$ cat src/rtl/vid_tpg_16b.sv
`default_nettype none
// ============================================================================
// Module      : vid_tpg_16b
// Description : Video timing and colour-bar test-pattern generator (YUV 4:2:2).
//               Optional luma ramp pattern enabled by macro VID_TPG_RAMP_EN.
// Revision    : 1.0 - initial release
// ============================================================================
module vid_tpg_16b #(
    parameter int H_ACTIVE = 1920,
    parameter int H_FP     = 88,
    parameter int H_SYNC   = 44,
    parameter int H_BP     = 148,
    parameter int V_ACTIVE = 1080,
    parameter int V_FP     = 4,
    parameter int V_SYNC   = 5,
    parameter int V_BP     = 36
) (
    input  logic        vclk,
    input  logic        resetn,
    input  logic        enable,
`ifdef VID_TPG_RAMP_EN
    input  logic        pattern_sel,
`endif
    output logic        vid_vblank,
    output logic        vid_vsync,
    output logic        vid_hblank,
    output logic        vid_hsync,
    output logic        vid_active_video,
    output logic [15:0] vid_data,
    output logic        field_id,
    output logic        frame_start
);
    localparam int c_h_total = H_ACTIVE + H_FP + H_SYNC + H_BP;
    localparam int c_v_total = V_ACTIVE + V_FP + V_SYNC + V_BP;
    localparam int c_hw      = $clog2(c_h_total);
    localparam int c_vw      = $clog2(c_v_total);
    localparam int c_bar_w   = H_ACTIVE / 8;
    localparam int c_bw      = (c_bar_w > 1) ? $clog2(c_bar_w) : 1;

    localparam logic [c_hw-1:0] c_h_last     = c_hw'(c_h_total - 1);
    localparam logic [c_vw-1:0] c_v_last     = c_vw'(c_v_total - 1);
    localparam logic [c_bw-1:0] c_bar_last   = c_bw'(c_bar_w - 1);
    localparam logic [15:0]     c_blank_data = 16'h8010;

    typedef enum logic [1:0] {
        ST_IDLE = 2'd0,
        ST_RUN  = 2'd1,
        ST_STOP = 2'd2
    } state_t;

    state_t          r_state;
    state_t          w_state_nxt;
    logic            r_cnt_en;
    logic [c_hw-1:0] r_h_cnt;
    logic [c_vw-1:0] r_v_cnt;
    logic [c_bw-1:0] r_bar_px;
    logic [2:0]      r_bar_idx;

    logic            w_h_wrap;
    logic            w_frame_end;
    logic            w_first_px;
    logic            w_hblank;
    logic            w_vblank;
    logic            w_hsync;
    logic            w_vsync;
    logic            w_ramp;
    logic [7:0]      w_y;
    logic [7:0]      w_cb;
    logic [7:0]      w_cr;
    logic [7:0]      w_ramp_y;
    logic [15:0]     w_pixel;
    int              w_h;
    int              w_v;

    assign w_h         = int'(r_h_cnt);
    assign w_v         = int'(r_v_cnt);
    assign w_h_wrap    = (r_h_cnt == c_h_last);
    assign w_frame_end = r_cnt_en && w_h_wrap && (r_v_cnt == c_v_last);
    assign w_first_px  = (r_h_cnt == '0) && (r_v_cnt == '0);

    always_comb begin
        w_state_nxt = r_state;
        case (r_state)
            ST_IDLE: if (enable) w_state_nxt = ST_RUN;
            ST_RUN:  if (!enable) w_state_nxt = ST_STOP;
            ST_STOP: begin
                if (enable)
                    w_state_nxt = ST_RUN;
                else if (w_frame_end)
                    w_state_nxt = ST_IDLE;
            end
            default: w_state_nxt = ST_IDLE;
        endcase
    end

    // Counting starts one cycle after leaving IDLE so the first pixel lands two edges after enable.
    always_ff @(posedge vclk or negedge resetn) begin
        if (!resetn) begin
            r_state  <= ST_IDLE;
            r_cnt_en <= 1'b0;
        end else begin
            r_state  <= w_state_nxt;
            r_cnt_en <= (r_state != ST_IDLE) && (w_state_nxt != ST_IDLE);
        end
    end

    always_ff @(posedge vclk or negedge resetn) begin
        if (!resetn) begin
            r_h_cnt   <= '0;
            r_v_cnt   <= '0;
            r_bar_px  <= '0;
            r_bar_idx <= 3'd0;
        end else if (!r_cnt_en) begin
            r_h_cnt   <= '0;
            r_v_cnt   <= '0;
            r_bar_px  <= '0;
            r_bar_idx <= 3'd0;
        end else if (w_h_wrap) begin
            r_h_cnt   <= '0;
            r_bar_px  <= '0;
            r_bar_idx <= 3'd0;
            r_v_cnt   <= (r_v_cnt == c_v_last) ? '0 : r_v_cnt + 1'b1;
        end else begin
            r_h_cnt <= r_h_cnt + 1'b1;
            if (r_bar_px == c_bar_last) begin
                r_bar_px <= '0;
                if (r_bar_idx != 3'd7)
                    r_bar_idx <= r_bar_idx + 3'd1;
            end else begin
                r_bar_px <= r_bar_px + 1'b1;
            end
        end
    end

    assign w_hblank = (w_h >= H_ACTIVE);
    assign w_vblank = (w_v >= V_ACTIVE);
    assign w_hsync  = (w_h >= H_ACTIVE + H_FP) && (w_h < H_ACTIVE + H_FP + H_SYNC);
    assign w_vsync  = (w_v >= V_ACTIVE + V_FP) && (w_v < V_ACTIVE + V_FP + V_SYNC);

    always_comb begin
        w_y  = 8'd16;
        w_cb = 8'd128;
        w_cr = 8'd128;
        case (r_bar_idx)
            3'd0: begin w_y = 8'd235; w_cb = 8'd128; w_cr = 8'd128; end
            3'd1: begin w_y = 8'd210; w_cb = 8'd16;  w_cr = 8'd146; end
            3'd2: begin w_y = 8'd170; w_cb = 8'd166; w_cr = 8'd16;  end
            3'd3: begin w_y = 8'd145; w_cb = 8'd54;  w_cr = 8'd34;  end
            3'd4: begin w_y = 8'd106; w_cb = 8'd202; w_cr = 8'd222; end
            3'd5: begin w_y = 8'd81;  w_cb = 8'd90;  w_cr = 8'd240; end
            3'd6: begin w_y = 8'd41;  w_cb = 8'd240; w_cr = 8'd110; end
            default: begin w_y = 8'd16; w_cb = 8'd128; w_cr = 8'd128; end
        endcase
    end

`ifdef VID_TPG_RAMP_EN
    // Pattern choice is latched on the first pixel and used for the whole frame.
    logic r_ramp;

    always_comb w_ramp = w_first_px ? pattern_sel : r_ramp;

    always_ff @(posedge vclk or negedge resetn) begin
        if (!resetn)
            r_ramp <= 1'b0;
        else if (r_cnt_en && w_first_px)
            r_ramp <= pattern_sel;
    end
`else
    assign w_ramp = 1'b0;
`endif

    assign w_ramp_y = 8'(r_h_cnt);
    assign w_pixel  = w_ramp ? {8'd128, w_ramp_y} : {(r_h_cnt[0] ? w_cr : w_cb), w_y};

    always_ff @(posedge vclk or negedge resetn) begin
        if (!resetn) begin
            vid_vblank       <= 1'b1;
            vid_vsync        <= 1'b0;
            vid_hblank       <= 1'b1;
            vid_hsync        <= 1'b0;
            vid_active_video <= 1'b0;
            vid_data         <= c_blank_data;
            frame_start      <= 1'b0;
        end else if (!r_cnt_en) begin
            vid_vblank       <= 1'b1;
            vid_vsync        <= 1'b0;
            vid_hblank       <= 1'b1;
            vid_hsync        <= 1'b0;
            vid_active_video <= 1'b0;
            vid_data         <= c_blank_data;
            frame_start      <= 1'b0;
        end else begin
            vid_vblank       <= w_vblank;
            vid_vsync        <= w_vsync;
            vid_hblank       <= w_hblank;
            vid_hsync        <= w_hsync;
            vid_active_video <= !w_hblank && !w_vblank;
            vid_data         <= (!w_hblank && !w_vblank) ? w_pixel : c_blank_data;
            frame_start      <= w_first_px;
        end
    end

    assign field_id = 1'b0;

endmodule
`default_nettype wire

$ cat config.mk
export PLATFORM = sky130hd
export DESIGN_NAME = vid_tpg_16b
export DESIGN_NICKNAME = d
export VERILOG_FILES = /design/src/rtl/vid_tpg_16b.sv
export SDC_FILE = /design/constraint.sdc
export NUM_CORES = 1
export LEC_CHECK = 0
export ABC_CLOCK_PERIOD_IN_PS = 2000
export CAP_MARGIN = 20
export CORE_MARGIN = 2
export CORE_UTILIZATION = 52
export DETAILED_ROUTE_END_ITERATION = 8
export GPL_TIMING_DRIVEN = 0
export MAX_ROUTING_LAYER = met4
export PLACE_DENSITY_LB_ADDON = 0.1
export SLEW_MARGIN = 10
export SYNTH_ARGS = -nofsm -noshare
export SYNTH_HDL_FRONTEND = slang
export SYNTH_SLANG_ARGS = --single-unit
$ cat constraint.sdc
create_clock -name vclk -period 2 [get_ports vclk]
set_input_delay 0.4 -clock vclk [delete_from_list [all_inputs] [get_ports vclk]]
set_output_delay 0.4 -clock vclk [all_outputs]
set_load 0.03 [all_outputs]
Yosys cells after proc, flatten, opt, wreduce, memory -nomap -nowiden
Cells that the tools add are included.
{"block": "word_totals", "ff_bits": 59, "word_cells": 83}
{"block": "op_classes", "add_sub_neg": 4, "order_cmp": 6, "n_eq_ne": 15, "mux": 29, "reduce_logical": 16}
{"cell": "8-bit one-hot mux with 6 select lines", "count": 2}
{"cell": "8-bit one-hot mux with 7 select lines", "count": 1}
{"cell": "11-bit 2-to-1 mux", "count": 3}
{"cell": "16-bit 2-to-1 mux", "count": 2}
{"cell": "8-bit 2-to-1 mux", "count": 4}
{"cell": "12-bit by 11-bit >= comparator with 1-bit output, second input constant", "count": 2}
{"cell": "12-bit 2-to-1 mux", "count": 2}
{"cell": "11-bit >= comparator, second input constant", "count": 2}
{"cell": "12-bit by 1-bit adder with 12-bit output, second input constant", "count": 1}
{"cell": "12-bit equality test, second input constant", "count": 1}
{"cell": "12-bit logical NOT", "count": 1}
{"cell": "12-bit less-than comparator, second input constant", "count": 1}
{"cell": "3-bit 2-to-1 mux", "count": 4}
{"cell": "11-bit by 1-bit adder with 11-bit output, second input constant", "count": 1}
{"cell": "11-bit equality test, second input constant", "count": 1}
{"cell": "11-bit logical NOT", "count": 1}
{"cell": "11-bit less-than comparator, second input constant", "count": 1}
{"cell": "3-bit equality test, second input constant", "count": 3}
{"cell": "8-bit by 1-bit adder with 8-bit output, second input constant", "count": 1}
{"cell": "8-bit equality test, second input constant", "count": 1}
{"cell": "2-bit 2-to-1 mux", "count": 4}
{"cell": "1-bit logical AND", "count": 7}
{"cell": "3-bit by 2-bit equality test with 1-bit output, second input constant", "count": 2}
{"cell": "1-bit 2-to-1 mux", "count": 6}
{"cell": "other kinds (13)", "count": 16}

Depth between registers and ports, before layout
{"block": "depth", "depth_word": 8, "mapped_depth": 8, "depth_no_buf": 6}

Worst setup path before layout
No wires, ideal clock.
{"block": "synth_timing", "path_type": "reg-to-reg", "from": "register r_h_cnt[8]", "to": "register r_h_cnt[0]", "setup_ps": 131, "t_arrival_ps": 1887, "t_required_ps": 1869, "path_slack_ps": -19, "stages_incl_launch_ff": 6, "synth_period_minus_slack_ps": 2019, "cell_sequence": "dfrtp_1 or4_4 or4_4 nand2_2 buf_4 nor2_1"}
{"block": "synth_between", "elab_chain_cells": 3}
{"item": "start, declared", "line_no": "54", "text": "logic [c_hw-1:0] r_h_cnt;"}
{"item": "start signal, assigned", "line_no": "124", "text": "r_h_cnt <= r_h_cnt + 1'b1;"}
{"item": "12-bit equality test", "line_no": "77", "text": "assign w_h_wrap = (r_h_cnt == c_h_last);"}
{"item": "12-bit 2-to-1 mux", "line_no": "118", "text": "end else if (w_h_wrap) begin"}
{"item": "12-bit 2-to-1 mux", "line_no": "113", "text": "end else if (!r_cnt_en) begin"}
No other way between the ends.
A chain may end at the register's enable or synchronous reset.

Worst setup path in the final report
{"block": "layout_timing", "from": "register r_h_cnt[8]", "to": "register r_state[1]"}
{"block": "layout_between", "elab_chain_cells": 6}
{"item": "12-bit equality test", "line_no": "77"}
{"item": "1-bit logical AND (2 in a row)", "line_no": "78", "text": "assign w_frame_end = r_cnt_en && w_h_wrap && (r_v_cnt == c_v_last);"}
{"item": "2-bit 2-to-1 mux", "line_no": "89", "text": "else if (w_frame_end)"}
{"item": "2-bit 2-to-1 mux", "line_no": "87", "text": "if (enable)"}
{"item": "2-bit one-hot mux with 3 select lines", "line_no": "83", "text": "case (r_state)"}
{"item": "net w_state_nxt[1]", "line_no": "52", "text": "state_t w_state_nxt;"}
{"item": "end signal, assigned", "line_no": "102", "text": "r_state <= w_state_nxt;"}
{"item": "end, declared", "line_no": "51", "text": "state_t r_state;"}
The timed path passes the listed nets, and every way through them passes these cells.

==> flow_results.org <==
** Route
- For this run, the detailed router's first-pass iteration total came to 4.
- In the routed layout, each cell is associated on average with a via count of 5.48.
- The count of nets left with antenna violations once routing finished came out at 0.
- Routed length per placed instance :: ~14 um
- The first routing iteration left 209 violations.
- Number of vias after detailed routing :: 2257
- After detailed routing, the number of remaining DRC violations is 0.
- Overall routed net length :: roughly 5.7 mm

** Clock network
- CTS clock-pin slew for the worst setup and hold paths :: 100 ps
- The clock passes through at most 2 buffers.
- The root buffer cell chosen for the clock tree is sky130_fd_sc_hd__clkbuf_8.
- Number of CTS-inserted buffers :: 5
- H-Tree Depth :: 2
- The clock net in this run drives a total of 56 sinks.
- CTS tree :: built
- The later pin in the worst-skew pair is clocked with a latency of 320 ps.
- After clock tree synthesis, the flow added hold-fix buffers numbering 0.

** Synthesis
- For this run, the number of Yosys warnings is 0.
- In the synthesized netlist the dominant register cell turns out to be sky130_fd_sc_hd__dfrtp_1.
- Synthesis instantiated 46 different standard cells from the library.
- Of all cell types, the one taking the most synthesized area is sky130_fd_sc_hd__dfrtp_1.
- A synthesized cell averages 9.59 um^2.
- The commonest cells after synthesis are sky130_fd_sc_hd__dfrtp_1, sky130_fd_sc_hd__nor2_1, sky130_fd_sc_hd__nand2_1, sky130_fd_sc_hd__nand3_1, sky130_fd_sc_hd__xnor2_1.
- Ranked by total cell area, the synthesized netlist is headed by sky130_fd_sc_hd__dfrtp_1, sky130_fd_sc_hd__ha_1, sky130_fd_sc_hd__nor2_1, sky130_fd_sc_hd__xnor2_1, sky130_fd_sc_hd__dfstp_2.
- Fraction of the yosys area taken by sequential cells :: 48.9%
- The synthesized design contains 0 enable-type register cells.
- Most common cell in the synthesized netlist :: sky130_fd_sc_hd__dfrtp_1
- Async SR Flop Fraction :: between 90% and 100%
- Fraction of post-synthesis cell area in the top cell type by area :: 45.2%
- Number of synthesized register bits :: 56
- Synthesis handed over a netlist of 300 instances.
- Summing every instance area after synthesis gives 2880 um^2.

** STA
- After layout, the minimum clock period comes to 2030 ps.
- Setup violations, final :: 1
- Transition at the pin with the smallest max-transition slack :: 589 ps
- Max-slew violation total from the final report :: 0
- Clock skew on the completed layout was measured at between 7 and 8 ps.
- For this run, the top clock speed supported by timing is 492 MHz.
- Number of endpoints with negative hold slack in the final report :: 0
- Sum Neg Setup Slack :: -32.8 ps
- Tcrit/Tclk final :: 102%
- Setup repair after global routing could not meet its margin everywhere.
- Post-route setup slack :: -32.8 ps
- Max transition margin :: about three fifths

** Floorplan
- Effective utilization at floorplan :: 52.9%
- For this design the top-level I/O count stands at 26.
- The floorplan step defined a die boundary enclosing 6140 um^2.
- Core Rows :: 27
- Chip Height :: 78.4 um
- Horizontal die dimension :: between 70 and 80 um
- In this run the standard cell core region covers 5440 um^2.

** Global route
- Global routing finished with a remaining overflow of 0.
- Global routing used 20.5% of the available tracks across all layers.
- Wire length of the first global-routing pass :: 9.80 mm
- After global routing, the most crowded layer is met2.
- Met3 Resource Use GR :: 4.37%
- The number of global-route vias before repair is 2134.
- Met1 Use GR :: 28.8%
- The initial antenna violation count came to 0.
- Pin count of the biggest net entering global routing :: 32
- Global routing consumed, on the met2 layer, 30.3% of the routing resources.

** Setup path
- The worst setup path is captured at a flip-flop.
- Data on the critical path is required at its endpoint by between 2000 and 2500 ps.
- Critical path class :: flip-flop to flip-flop
- Type of element launching the critical path :: flip-flop
- For the worst setup path, the data arrival time is about 2200 ps.
- Top cell by count, worst path :: sky130_fd_sc_hd__or4_4
- Standard cell with the maximum stage delay on the critical path :: sky130_fd_sc_hd__or4_4
- In this run the worst path has a maximum fanout of 4.
- Traced cell by cell, the critical path runs through or4_4 > or4_4 > o311ai_2 > a21oi_1.
- Worst R2R Setup Slack :: -30 ps
- On the worst path, the slowest cell contributes a delay of 610 ps.

** Power
- For this design the ratio of total power to cell area is between 600 and 700 nW/um^2.
- The analysis attributes to cell leakage a power of ~1.4 nW.
- Peak supply drop :: 0.393 mV

** Status
- Violated checks :: setup timing
- The run finished, with violations left.

** Finish
- Cells with a size suffix above 1 make up 16.5% of the layout.
- The repair_antennas step left the layout with diodes totalling 0.
- At the end of the flow, the number of nets in the layout was between 300 and 400.
- With fillers left out, the area of the finished cells amounts to 3510 um^2.
- Area delta synth->final :: 21.9%

** Place
- HPWL after DPL :: 3.86 mm
- Worst Setup Slack post-DPL :: -174 ps
- Final Wtd Congestion :: slightly above 0.8
- Number of input and output port buffers inserted :: 22
- Post-Place Cell Area :: between 3000 and 4000 um^2

** Run
- Max-cap violations in this run came to 0.

** Min path
- Min-delay worst type :: input port to async pin
==> layout by cell type (no fill, tap or decap), types with 5 or more instances in the layout <==
cell	count
sky130_fd_sc_hd__clkdlybuf4s50_1	21
sky130_fd_sc_hd__nor2_2	7
sky130_fd_sc_hd__a21oi_1	8
sky130_fd_sc_hd__dfrtp_1	49
sky130_fd_sc_hd__nand3_1	21
sky130_fd_sc_hd__clkbuf_8	6
sky130_fd_sc_hd__buf_4	15
sky130_fd_sc_hd__o21ai_0	5
sky130_fd_sc_hd__xnor2_1	15
sky130_fd_sc_hd__ha_1	13
sky130_fd_sc_hd__nor2_1	32
sky130_fd_sc_hd__inv_1	12
sky130_fd_sc_hd__nor4_1	7
sky130_fd_sc_hd__nand4_1	5
sky130_fd_sc_hd__nand2_1	28
sky130_fd_sc_hd__a31oi_1	9
sky130_fd_sc_hd__nor3_1	10
sky130_fd_sc_hd__clkbuf_1	7
==> state kept, by name, summed over array words and instances (netlist names) <==
| signal | cells |
|---|---|
| r_bar_idx | 3 |
| frame_start | 1 |
| r_h_cnt | 12 |
| vid_vblank | 1 |
| r_bar_px | 8 |
| r_state | 2 |
| vid_data | 13 |
| r_cnt_en | 1 |
| r_v_cnt | 11 |
| vid_hsync | 1 |
| vid_vsync | 1 |
| vid_active_video | 1 |
| vid_hblank | 1 |
==> final cells by class <==
| cell class | count | area, um^2 |
|---|---|---|
| multi-input cells | 218 | 1460 |
| flip-flops and latches | 56 | 1410 |
| fillers | 482 | 1930 |
| plain buffers | 12 | 75.1 |
| repair buffers | 34 | 335 |
| well taps | 72 | 90.1 |
| inverters | 12 | 45.0 |
| clock buffers | 7 | 86.3 |
| clock inverters | 1 | 7.51 |
==> metal layers <==
metal | part of all wire (%) | up-vias
li1 | - | 1118
met1 | 49 | 1073
met2 | 45 | 61
met3 | 5.2 | 5
met4 | 1.0 | 0
met5 | 0 | -
==> critical path: cells and delay by family (launching register included) <==
| kind | cells | cell delay [ps] |
|---|---|---|
| AOI/OAI and AO/OA | 2 | 380 |
| DFF | 1 | 390 |
| and+or+nand+nor | 2 | 1160 |
==> power by group <==
| group | internal (mW) | switching, mW | leakage (nW) |
|---|---|---|---|
| combinational | 0.140 | 0.206 | 0.649 |
| sequential | 1.19 | 0.0355 | 0.741 |
| clock | 0.282 | 0.363 | 0.0445 |
==> through the flow <==
stage | util [%] | power (mW) | hold WS [ps] | std cells
floorplan | - | 1.42 | 104 | 302
detailed placement | 59.0 | 1.55 | 439 | 397
finish | 64.5 | 2.21 | 78.9 | 412
global route | 64.5 | 2.33 | 114 | 412
CTS | 62.1 | 2.19 | 101 | 407
global placement | 58.7 | 1.54 | 453 | 396
==> final timing paths <==
path                        startpoint      endpoint  depth (start not counted)
min in group vclk          r_bar_px[0]   r_bar_px[0]                          1
setup / recovery            r_h_cnt[8]    r_state[1]                          4
hold / removal                  resetn   vid_data[6]                          1
setup reg to reg            r_h_cnt[8]    r_state[1]                          4
hold reg to reg            r_bar_px[0]   r_bar_px[0]                          1
max in group asynchronous       resetn  vid_data[15]                          2
==> kinds of logic after synthesis <==
| family | synth area share, % |
|---|---|
| compound gates | 9.83 |
| xor+xnor | 5.79 |
| fa+ha+maj | 6.35 |
| buf+inv | 4.52 |
| flops | 48.9 |
| mux | 0.739 |
| other cells | 0.130 |
| simple gates | 23.7 |
==> what timing repair did <==
item                       in CTS  in global routing
setup endpoints to repair      33                 21
gates resized for setup        11                 19
gates cloned                    0                  2
buffers inserted                5                  5
pin swaps                       4                 10
(Power assumes the default switching activity.)
